$ cat config.mk
export PLATFORM = sky130hd
export DESIGN_NAME = int_div_warp_ctrl_flat
export DESIGN_NICKNAME = d
export VERILOG_FILES = /design/src/rtl/int_div_warp_ctrl_if.sv /design/src/rtl/int_div_warp_ctrl.sv /design/src/flat_wrapper.sv
export SDC_FILE = /design/constraint.sdc
export NUM_CORES = 2
export LEC_CHECK = 0
export ABC_CLOCK_PERIOD_IN_PS = 4000
export CAP_MARGIN = 10
export CELL_PAD_IN_SITES_DETAIL_PLACEMENT = 1
export CELL_PAD_IN_SITES_GLOBAL_PLACEMENT = 2
export CORE_MARGIN = 2
export CORE_UTILIZATION = 25
export DETAILED_ROUTE_END_ITERATION = 12
export GPL_TIMING_DRIVEN = 0
export PLACE_DENSITY = 0.78
export SKIP_CTS_REPAIR_TIMING = 1
export SYNTH_ARGS = -nofsm -noshare
export SYNTH_HDL_FRONTEND = slang
export SYNTH_SLANG_ARGS = --single-unit
$ cat constraint.sdc
create_clock -name clk -period 4 [get_ports clk]
set_input_delay 1 -clock clk [delete_from_list [all_inputs] [get_ports clk]]
set_output_delay 1 -clock clk [all_outputs]
set_load 0.05 [all_outputs]
$ cat src/rtl/int_div_warp_ctrl_if.sv
// Issue, scalar-divider and writeback handshakes of the warp divider controller.
// The slave modport is the controller's view; master is the surrounding pipeline's view.
interface int_div_warp_ctrl_if #(
  parameter int XLEN       = 32,
  parameter int NUM_THREAD = 8,
  parameter int WID_W      = 3,
  parameter int REG_W      = 5
);
  // SFU issue path
  logic                       in_valid_i;
  logic                       in_ready_o;
  logic [NUM_THREAD*XLEN-1:0] in_a_i;
  logic [NUM_THREAD*XLEN-1:0] in_d_i;
  logic                       in_sign_i;
  logic                       in_rem_i;
  logic [NUM_THREAD-1:0]      in_mask_i;
  logic [WID_W-1:0]           in_wid_i;
  logic [REG_W-1:0]           in_reg_idx_i;

  // scalar divider
  logic [XLEN-1:0]            div_a_o;
  logic [XLEN-1:0]            div_d_o;
  logic                       div_sign_o;
  logic                       div_in_valid_o;
  logic                       div_in_ready_i;
  logic                       div_out_valid_i;
  logic                       div_out_ready_o;
  logic [XLEN-1:0]            div_q_i;
  logic [XLEN-1:0]            div_r_i;

  // writeback
  logic                       out_valid_o;
  logic                       out_ready_i;
  logic [NUM_THREAD*XLEN-1:0] out_data_o;
  logic [NUM_THREAD-1:0]      out_mask_o;
  logic [WID_W-1:0]           out_wid_o;
  logic [REG_W-1:0]           out_reg_idx_o;

  modport slave (
    input  in_valid_i, in_a_i, in_d_i, in_sign_i, in_rem_i, in_mask_i, in_wid_i, in_reg_idx_i,
    input  div_in_ready_i, div_out_valid_i, div_q_i, div_r_i,
    input  out_ready_i,
    output in_ready_o,
    output div_a_o, div_d_o, div_sign_o, div_in_valid_o, div_out_ready_o,
    output out_valid_o, out_data_o, out_mask_o, out_wid_o, out_reg_idx_o
  );

  modport master (
    output in_valid_i, in_a_i, in_d_i, in_sign_i, in_rem_i, in_mask_i, in_wid_i, in_reg_idx_i,
    output div_in_ready_i, div_out_valid_i, div_q_i, div_r_i,
    output out_ready_i,
    input  in_ready_o,
    input  div_a_o, div_d_o, div_sign_o, div_in_valid_o, div_out_ready_o,
    input  out_valid_o, out_data_o, out_mask_o, out_wid_o, out_reg_idx_o
  );
endinterface

$ cat src/rtl/int_div_warp_ctrl.sv
// Serialises the active lanes of one vector DIV/REM instruction through a scalar divider
// and returns the packed per-lane results together with the warp id and destination tag.
module int_div_warp_ctrl #(
  parameter int XLEN       = 32,
  parameter int NUM_THREAD = 8,
  parameter int WID_W      = 3,
  parameter int REG_W      = 5
) (
  input  logic               clk,
  input  logic               rst_n,
  int_div_warp_ctrl_if.slave bus
);
  localparam int LANE_W = (NUM_THREAD > 1) ? $clog2(NUM_THREAD) : 1;
  localparam int VEC_W  = NUM_THREAD * XLEN;

  typedef enum logic [1:0] {
    IDLE  = 2'd0,
    ISSUE = 2'd1,
    WAIT  = 2'd2,
    DONE  = 2'd3
  } state_e;

  state_e                state_q, state_d;
  logic [VEC_W-1:0]      opa_q, opa_d;
  logic [VEC_W-1:0]      opd_q, opd_d;
  logic [VEC_W-1:0]      res_q, res_d;
  logic                  sign_q, sign_d;
  logic                  rem_q, rem_d;
  logic [NUM_THREAD-1:0] mask_q, mask_d;
  logic [NUM_THREAD-1:0] pending_q, pending_d;
  logic [WID_W-1:0]      wid_q, wid_d;
  logic [REG_W-1:0]      reg_idx_q, reg_idx_d;
  logic [LANE_W-1:0]     issued_q, issued_d;

  logic                  in_ready;
  logic                  div_in_valid;
  logic                  div_out_ready;
  logic                  out_valid;
  logic                  accept;
  logic                  capture;
  logic [LANE_W-1:0]     cur_lane;
  logic [NUM_THREAD-1:0] lane_wr;
  logic [NUM_THREAD-1:0] pending_left;
  logic [XLEN-1:0]       wr_data;
  logic [XLEN-1:0]       lane_a [NUM_THREAD];
  logic [XLEN-1:0]       lane_d [NUM_THREAD];

  assign accept       = in_ready & bus.in_valid_i;
  assign capture      = div_out_ready & bus.div_out_valid_i;
  assign wr_data      = rem_q ? bus.div_r_i : bus.div_q_i;
  assign pending_left = pending_q & ~lane_wr;

  // Lowest pending lane wins, so lanes leave in ascending index order.
  always_comb begin
    cur_lane = '0;
    for (int i = NUM_THREAD - 1; i >= 0; i--) begin
      if (pending_q[i]) begin
        cur_lane = LANE_W'(i);
      end
    end
  end

  for (genvar gi = 0; gi < NUM_THREAD; gi++) begin : g_lane
    assign lane_a[gi]  = opa_q[gi*XLEN +: XLEN];
    assign lane_d[gi]  = opd_q[gi*XLEN +: XLEN];
    assign lane_wr[gi] = capture && (issued_q == LANE_W'(gi));
    // The buffer is wiped on accept so masked-off lanes always read back as zero.
    assign res_d[gi*XLEN +: XLEN] = accept      ? '0      :
                                    lane_wr[gi] ? wr_data :
                                                  res_q[gi*XLEN +: XLEN];
  end

  always_comb begin
    opa_d     = opa_q;
    opd_d     = opd_q;
    sign_d    = sign_q;
    rem_d     = rem_q;
    mask_d    = mask_q;
    wid_d     = wid_q;
    reg_idx_d = reg_idx_q;
    pending_d = pending_q;
    if (accept) begin
      opa_d     = bus.in_a_i;
      opd_d     = bus.in_d_i;
      sign_d    = bus.in_sign_i;
      rem_d     = bus.in_rem_i;
      mask_d    = bus.in_mask_i;
      wid_d     = bus.in_wid_i;
      reg_idx_d = bus.in_reg_idx_i;
      pending_d = bus.in_mask_i;
    end else if (capture) begin
      pending_d = pending_left;
    end
  end

  always_comb begin
    state_d       = state_q;
    issued_d      = issued_q;
    in_ready      = 1'b0;
    div_in_valid  = 1'b0;
    div_out_ready = 1'b0;
    out_valid     = 1'b0;
    case (state_q)
      IDLE: begin
        in_ready = 1'b1;
        if (bus.in_valid_i) begin
          state_d = (|bus.in_mask_i) ? ISSUE : DONE;
        end
      end
      ISSUE: begin
        div_in_valid = 1'b1;
        if (bus.div_in_ready_i) begin
          issued_d = cur_lane;
          state_d  = WAIT;
        end
      end
      WAIT: begin
        div_out_ready = 1'b1;
        if (bus.div_out_valid_i) begin
          state_d = (|pending_left) ? ISSUE : DONE;
        end
      end
      DONE: begin
        out_valid = 1'b1;
        if (bus.out_ready_i) begin
          state_d = IDLE;
        end
      end
      default: state_d = IDLE;
    endcase
  end

  always_ff @(posedge clk or negedge rst_n) begin
    if (!rst_n) begin
      state_q   <= IDLE;
      opa_q     <= '0;
      opd_q     <= '0;
      res_q     <= '0;
      sign_q    <= 1'b0;
      rem_q     <= 1'b0;
      mask_q    <= '0;
      pending_q <= '0;
      wid_q     <= '0;
      reg_idx_q <= '0;
      issued_q  <= '0;
    end else begin
      state_q   <= state_d;
      opa_q     <= opa_d;
      opd_q     <= opd_d;
      res_q     <= res_d;
      sign_q    <= sign_d;
      rem_q     <= rem_d;
      mask_q    <= mask_d;
      pending_q <= pending_d;
      wid_q     <= wid_d;
      reg_idx_q <= reg_idx_d;
      issued_q  <= issued_d;
    end
  end

  // Divider operands are forced to zero outside ISSUE so idle outputs stay quiet.
  assign bus.in_ready_o      = in_ready;
  assign bus.div_in_valid_o  = div_in_valid;
  assign bus.div_a_o         = div_in_valid ? lane_a[cur_lane] : '0;
  assign bus.div_d_o         = div_in_valid ? lane_d[cur_lane] : '0;
  assign bus.div_sign_o      = div_in_valid & sign_q;
  assign bus.div_out_ready_o = div_out_ready;
  assign bus.out_valid_o     = out_valid;
  assign bus.out_data_o      = res_q;
  assign bus.out_mask_o      = mask_q;
  assign bus.out_wid_o       = wid_q;
  assign bus.out_reg_idx_o   = reg_idx_q;
endmodule

$ cat src/flat_wrapper.sv
// flat-port wrapper written by rule: the top's interface ports become plain ports
module int_div_warp_ctrl_flat 
#(
  parameter int XLEN       = 32,
  parameter int NUM_THREAD = 8,
  parameter int WID_W      = 3,
  parameter int REG_W      = 5
)
  (clk, rst_n, bus_in_valid_i, bus_in_a_i, bus_in_d_i, bus_in_sign_i, bus_in_rem_i, bus_in_mask_i, bus_in_wid_i, bus_in_reg_idx_i, bus_div_in_ready_i, bus_div_out_valid_i, bus_div_q_i, bus_div_r_i, bus_out_ready_i, bus_in_ready_o, bus_div_a_o, bus_div_d_o, bus_div_sign_o, bus_div_in_valid_o, bus_div_out_ready_o, bus_out_valid_o, bus_out_data_o, bus_out_mask_o, bus_out_wid_o, bus_out_reg_idx_o);
  int_div_warp_ctrl_if #(.XLEN(XLEN), .NUM_THREAD(NUM_THREAD), .WID_W(WID_W), .REG_W(REG_W)) bus_i ();
  input  logic clk;
  input  logic rst_n;
  input wire logic [$bits(bus_i.in_valid_i)-1:0] bus_in_valid_i;
  input wire logic [$bits(bus_i.in_a_i)-1:0] bus_in_a_i;
  input wire logic [$bits(bus_i.in_d_i)-1:0] bus_in_d_i;
  input wire logic [$bits(bus_i.in_sign_i)-1:0] bus_in_sign_i;
  input wire logic [$bits(bus_i.in_rem_i)-1:0] bus_in_rem_i;
  input wire logic [$bits(bus_i.in_mask_i)-1:0] bus_in_mask_i;
  input wire logic [$bits(bus_i.in_wid_i)-1:0] bus_in_wid_i;
  input wire logic [$bits(bus_i.in_reg_idx_i)-1:0] bus_in_reg_idx_i;
  input wire logic [$bits(bus_i.div_in_ready_i)-1:0] bus_div_in_ready_i;
  input wire logic [$bits(bus_i.div_out_valid_i)-1:0] bus_div_out_valid_i;
  input wire logic [$bits(bus_i.div_q_i)-1:0] bus_div_q_i;
  input wire logic [$bits(bus_i.div_r_i)-1:0] bus_div_r_i;
  input wire logic [$bits(bus_i.out_ready_i)-1:0] bus_out_ready_i;
  output wire logic [$bits(bus_i.in_ready_o)-1:0] bus_in_ready_o;
  output wire logic [$bits(bus_i.div_a_o)-1:0] bus_div_a_o;
  output wire logic [$bits(bus_i.div_d_o)-1:0] bus_div_d_o;
  output wire logic [$bits(bus_i.div_sign_o)-1:0] bus_div_sign_o;
  output wire logic [$bits(bus_i.div_in_valid_o)-1:0] bus_div_in_valid_o;
  output wire logic [$bits(bus_i.div_out_ready_o)-1:0] bus_div_out_ready_o;
  output wire logic [$bits(bus_i.out_valid_o)-1:0] bus_out_valid_o;
  output wire logic [$bits(bus_i.out_data_o)-1:0] bus_out_data_o;
  output wire logic [$bits(bus_i.out_mask_o)-1:0] bus_out_mask_o;
  output wire logic [$bits(bus_i.out_wid_o)-1:0] bus_out_wid_o;
  output wire logic [$bits(bus_i.out_reg_idx_o)-1:0] bus_out_reg_idx_o;
  assign bus_i.in_valid_i = bus_in_valid_i;
  assign bus_i.in_a_i = bus_in_a_i;
  assign bus_i.in_d_i = bus_in_d_i;
  assign bus_i.in_sign_i = bus_in_sign_i;
  assign bus_i.in_rem_i = bus_in_rem_i;
  assign bus_i.in_mask_i = bus_in_mask_i;
  assign bus_i.in_wid_i = bus_in_wid_i;
  assign bus_i.in_reg_idx_i = bus_in_reg_idx_i;
  assign bus_i.div_in_ready_i = bus_div_in_ready_i;
  assign bus_i.div_out_valid_i = bus_div_out_valid_i;
  assign bus_i.div_q_i = bus_div_q_i;
  assign bus_i.div_r_i = bus_div_r_i;
  assign bus_i.out_ready_i = bus_out_ready_i;
  assign bus_in_ready_o = bus_i.in_ready_o;
  assign bus_div_a_o = bus_i.div_a_o;
  assign bus_div_d_o = bus_i.div_d_o;
  assign bus_div_sign_o = bus_i.div_sign_o;
  assign bus_div_in_valid_o = bus_i.div_in_valid_o;
  assign bus_div_out_ready_o = bus_i.div_out_ready_o;
  assign bus_out_valid_o = bus_i.out_valid_o;
  assign bus_out_data_o = bus_i.out_data_o;
  assign bus_out_mask_o = bus_i.out_mask_o;
  assign bus_out_wid_o = bus_i.out_wid_o;
  assign bus_out_reg_idx_o = bus_i.out_reg_idx_o;
  int_div_warp_ctrl #(.XLEN(XLEN), .NUM_THREAD(NUM_THREAD), .WID_W(WID_W), .REG_W(REG_W)) u_core (.clk(clk), .rst_n(rst_n), .bus(bus_i));
endmodule
==> metrics.txt <==
num rows 135; IO Port Bufs 940; Peak VDD IR 0.3771 mV; via count 32275; nets 5389; total clock buffers created by CTS 95; # IOs 941; residual DRC count 0; Worst R2R Start u_core.state_q[1]; commonest cells after routing, fill and taps aside 1634 x nand2_1, 875 x clkdlybuf4s50_1, 796 x dfrtp_1; Pint 23.10 mW; CP Data Arrival Time 3350 ps; Placement Cell Area 45960 µm²; Clock transition at path regs 60 ps; failing checks negative setup slack; CP Class reg -> out; DRT antenna net count 0; Final Setup Violations 63; Tot GR Track Use 24.73%; uppermost layer routed met5; WP data required 3000 ps; Max Slew Vio Count 0; Yosys cell types 44; FF-to-FF End u_core.opa_q[255]; Main synth FF type dfrtp_1; proportion of power drawn by combinational gates 46.5%; worst-path fanout max 10; RSZ-0062 raised after global routing yes; Seq/Total Area, Yosys 58.64%; Initial Utilization 25.17%; Reg2Reg Setup Slack 700 ps; Worst Clk Skew 29.53 ps; outcome finished with violations; first-pass GRT wire length 248.7 mm; # clock sinks 799; non-filler cells, final 6671; Ys Warns 0; share of power burned in registers 32.1%; htree depth 3; GPL Wtd Cong 0.8789; via/cell ratio 4.838; final hold violations 0; Worst Setup Start Kind flop; Core Util, Final 37.13%; sw frac 44.17%; Leak 23.35 nW; core region area 135500 µm²; initial antenna violation count 67; Synth Register Bits 799; vias in the first global route 33613; Least-Margin Pin Slew 1176 ps; final wirelength 178.9 mm; largest net degree at the start of global routing 113; grt ovf 0; most common cell after layout, fill and taps aside nand2_1; EDFF count, synth 0; Worst-Skew Late Latency 710 ps; met3 WL 12.90 mm; Die ar. 139300 µm²; CP Cell Sequence nand2b_4, a221oi_4, buf_12, buf_6, buf_12, mux2_2, a22oi_2, o211ai_1, buf_4; syn avg cell area 9.192 µm²; CTS tree done; Post-Syn Area 34090 µm²; Final min period 4352 ps; DP HPWL 139.1 mm; period utilization 108.8%; DRT iter0 DRCs 2208; ys async rst share 100.0%; Die Y 373.3 µm; drt pass-1 iters 5; clock group share of total power 21.3%; Power Dens Cells 822.7 nW/µm²; total placed cells including tap cells 6438; CP Launch Point u_core.pending_q[6]; highest clock rate 229.8 MHz; design area 50290 µm²; sw power 18.27 mW; critical path's slowest cell dfrtp_2; Setup TNS Final -11870 ps; met1 WL 73.20 mm; CP endpoint kind output port; Hold Crit Class in -> async; layout cells sized above 1 11.47%; worst relative slew slack 21.59%; Cells after Synth 3709; synthesis-to-finish area growth 47.52%; met2 wire len 86.18 mm; Worst R2R Path Depth 9; CP max stage delay 430 ps; cell mode on critical path buf_12; Longest Clk Path Bufs 3; Post-Syn Nets 4309; MaxCap Viol Count 0; drt wl/cell 26.82 µm; Die Wd 373.3 µm; final setup margin -352.2 ps; clk root buf clkbuf_16
[worst max-delay path, delay by kind of cell (launching register included)]
family / cells / cell delay (ps)
mux: 1 / 350
flops: 1 / 430
buf+inv: 4 / 780
compound gates: 3 / 900
simple gates: 1 / 160
[synth_stat cells (6+ instances only)]
library cell     n  area (µm²)
nand3_1        260        1301
buf_6           10       112.6
a21oi_1          6       30.03
dfrtp_1        799       19990
o21ai_1         59       295.3
nand2_1       1635        6137
o211ai_1        64       480.5
o21ai_0        207        1036
mux2_1          11       123.9
buf_2           85       425.4
mux2_2          85       957.2
buf_1           30       112.6
mux2i_1         64       640.6
a22oi_1        129       968.4
a22o_1          64       560.5
nor2_1           8       30.03
clkbuf_1       143       536.8
[metrics by stage]
stage,hold WS (ps),setup slack (ps),power [mW]
finish,105.5,-352.2,41.38
global route,67.57,-402.8,43.50
CTS,41.51,-1901,40.12
detailed placement,455.1,-1072,31.14
global placement,450.1,-36380,30.83
floorplan,437.4,785.1,23.37
[power groups by stage]
stage | combinational, mW | sequential, mW | clock (mW)
floorplan | 8.24 | 15.1 | 0
global placement | 17.5 | 13.3 | 0
detailed placement | 17.8 | 13.3 | 0
CTS | 17.9 | 13.2 | 9.01
global route | 20.6 | 13.6 | 9.31
finish | 19.3 | 13.3 | 8.83
[metal layers]
metal / global-route usage, % / vias up
li1: - / 14482
met1: 30.21 / 16438
met2: 41.24 / 946
met3: 7.558 / 319
met4: 8.533 / 90
met5: 0 / -
[area by class of cell]
type | count | area [µm²]
Multi-Input combinational cell | 2631 | 13400
Antenna cell | 26 | 65.06
Inverter | 6 | 22.52
Clock buffer | 144 | 2781
Tap cell | 1781 | 2228
Fill cell | 15560 | 85170
Sequential cell | 799 | 20000
Buffer | 271 | 1420
Timing Repair Buffer | 985 | 10020
Clock inverter | 28 | 356.6
[worst max path at each step]
stage | endpoint | slack [ps] | cells after the start
finish | bus_div_d_o[16] | -350 | 9
global route | bus_div_d_o[0] | -400 | 8
CTS | bus_div_d_o[24] | -1900 | 8
global placement | u_core.opd_q[239] | -36380 | 1
floorplan | bus_div_a_o[0] | 790 | 9
detailed placement | bus_div_d_o[24] | -1070 | 8
[state kept, by name, indices dropped and copies added, names as in the netlist, 3 cells and up]
signal / count
u_core.bus.out_data_o: 256
u_core.opa_q: 256
u_core.opd_q: 256
u_core.bus.out_mask_o: 8
u_core.pending_q: 8
u_core.bus.out_reg_idx_o: 5
u_core.bus.out_wid_o: 3
u_core.issued_q: 3
[cells by family (layout without fill, tap and decap cells)]
logic type | count (synthesis) | after routing | share of synthesized area (%)
buf+inv | 279 | 1434 | 3.659
compound gates | 538 | 538 | 10.11
simple gates | 1933 | 1933 | 22.53
mux | 160 | 160 | 5.050
other cells | 0 | 26 | 0
flops | 799 | 799 | 58.64
No activity file was read; power rests on OpenSTA's default activity.
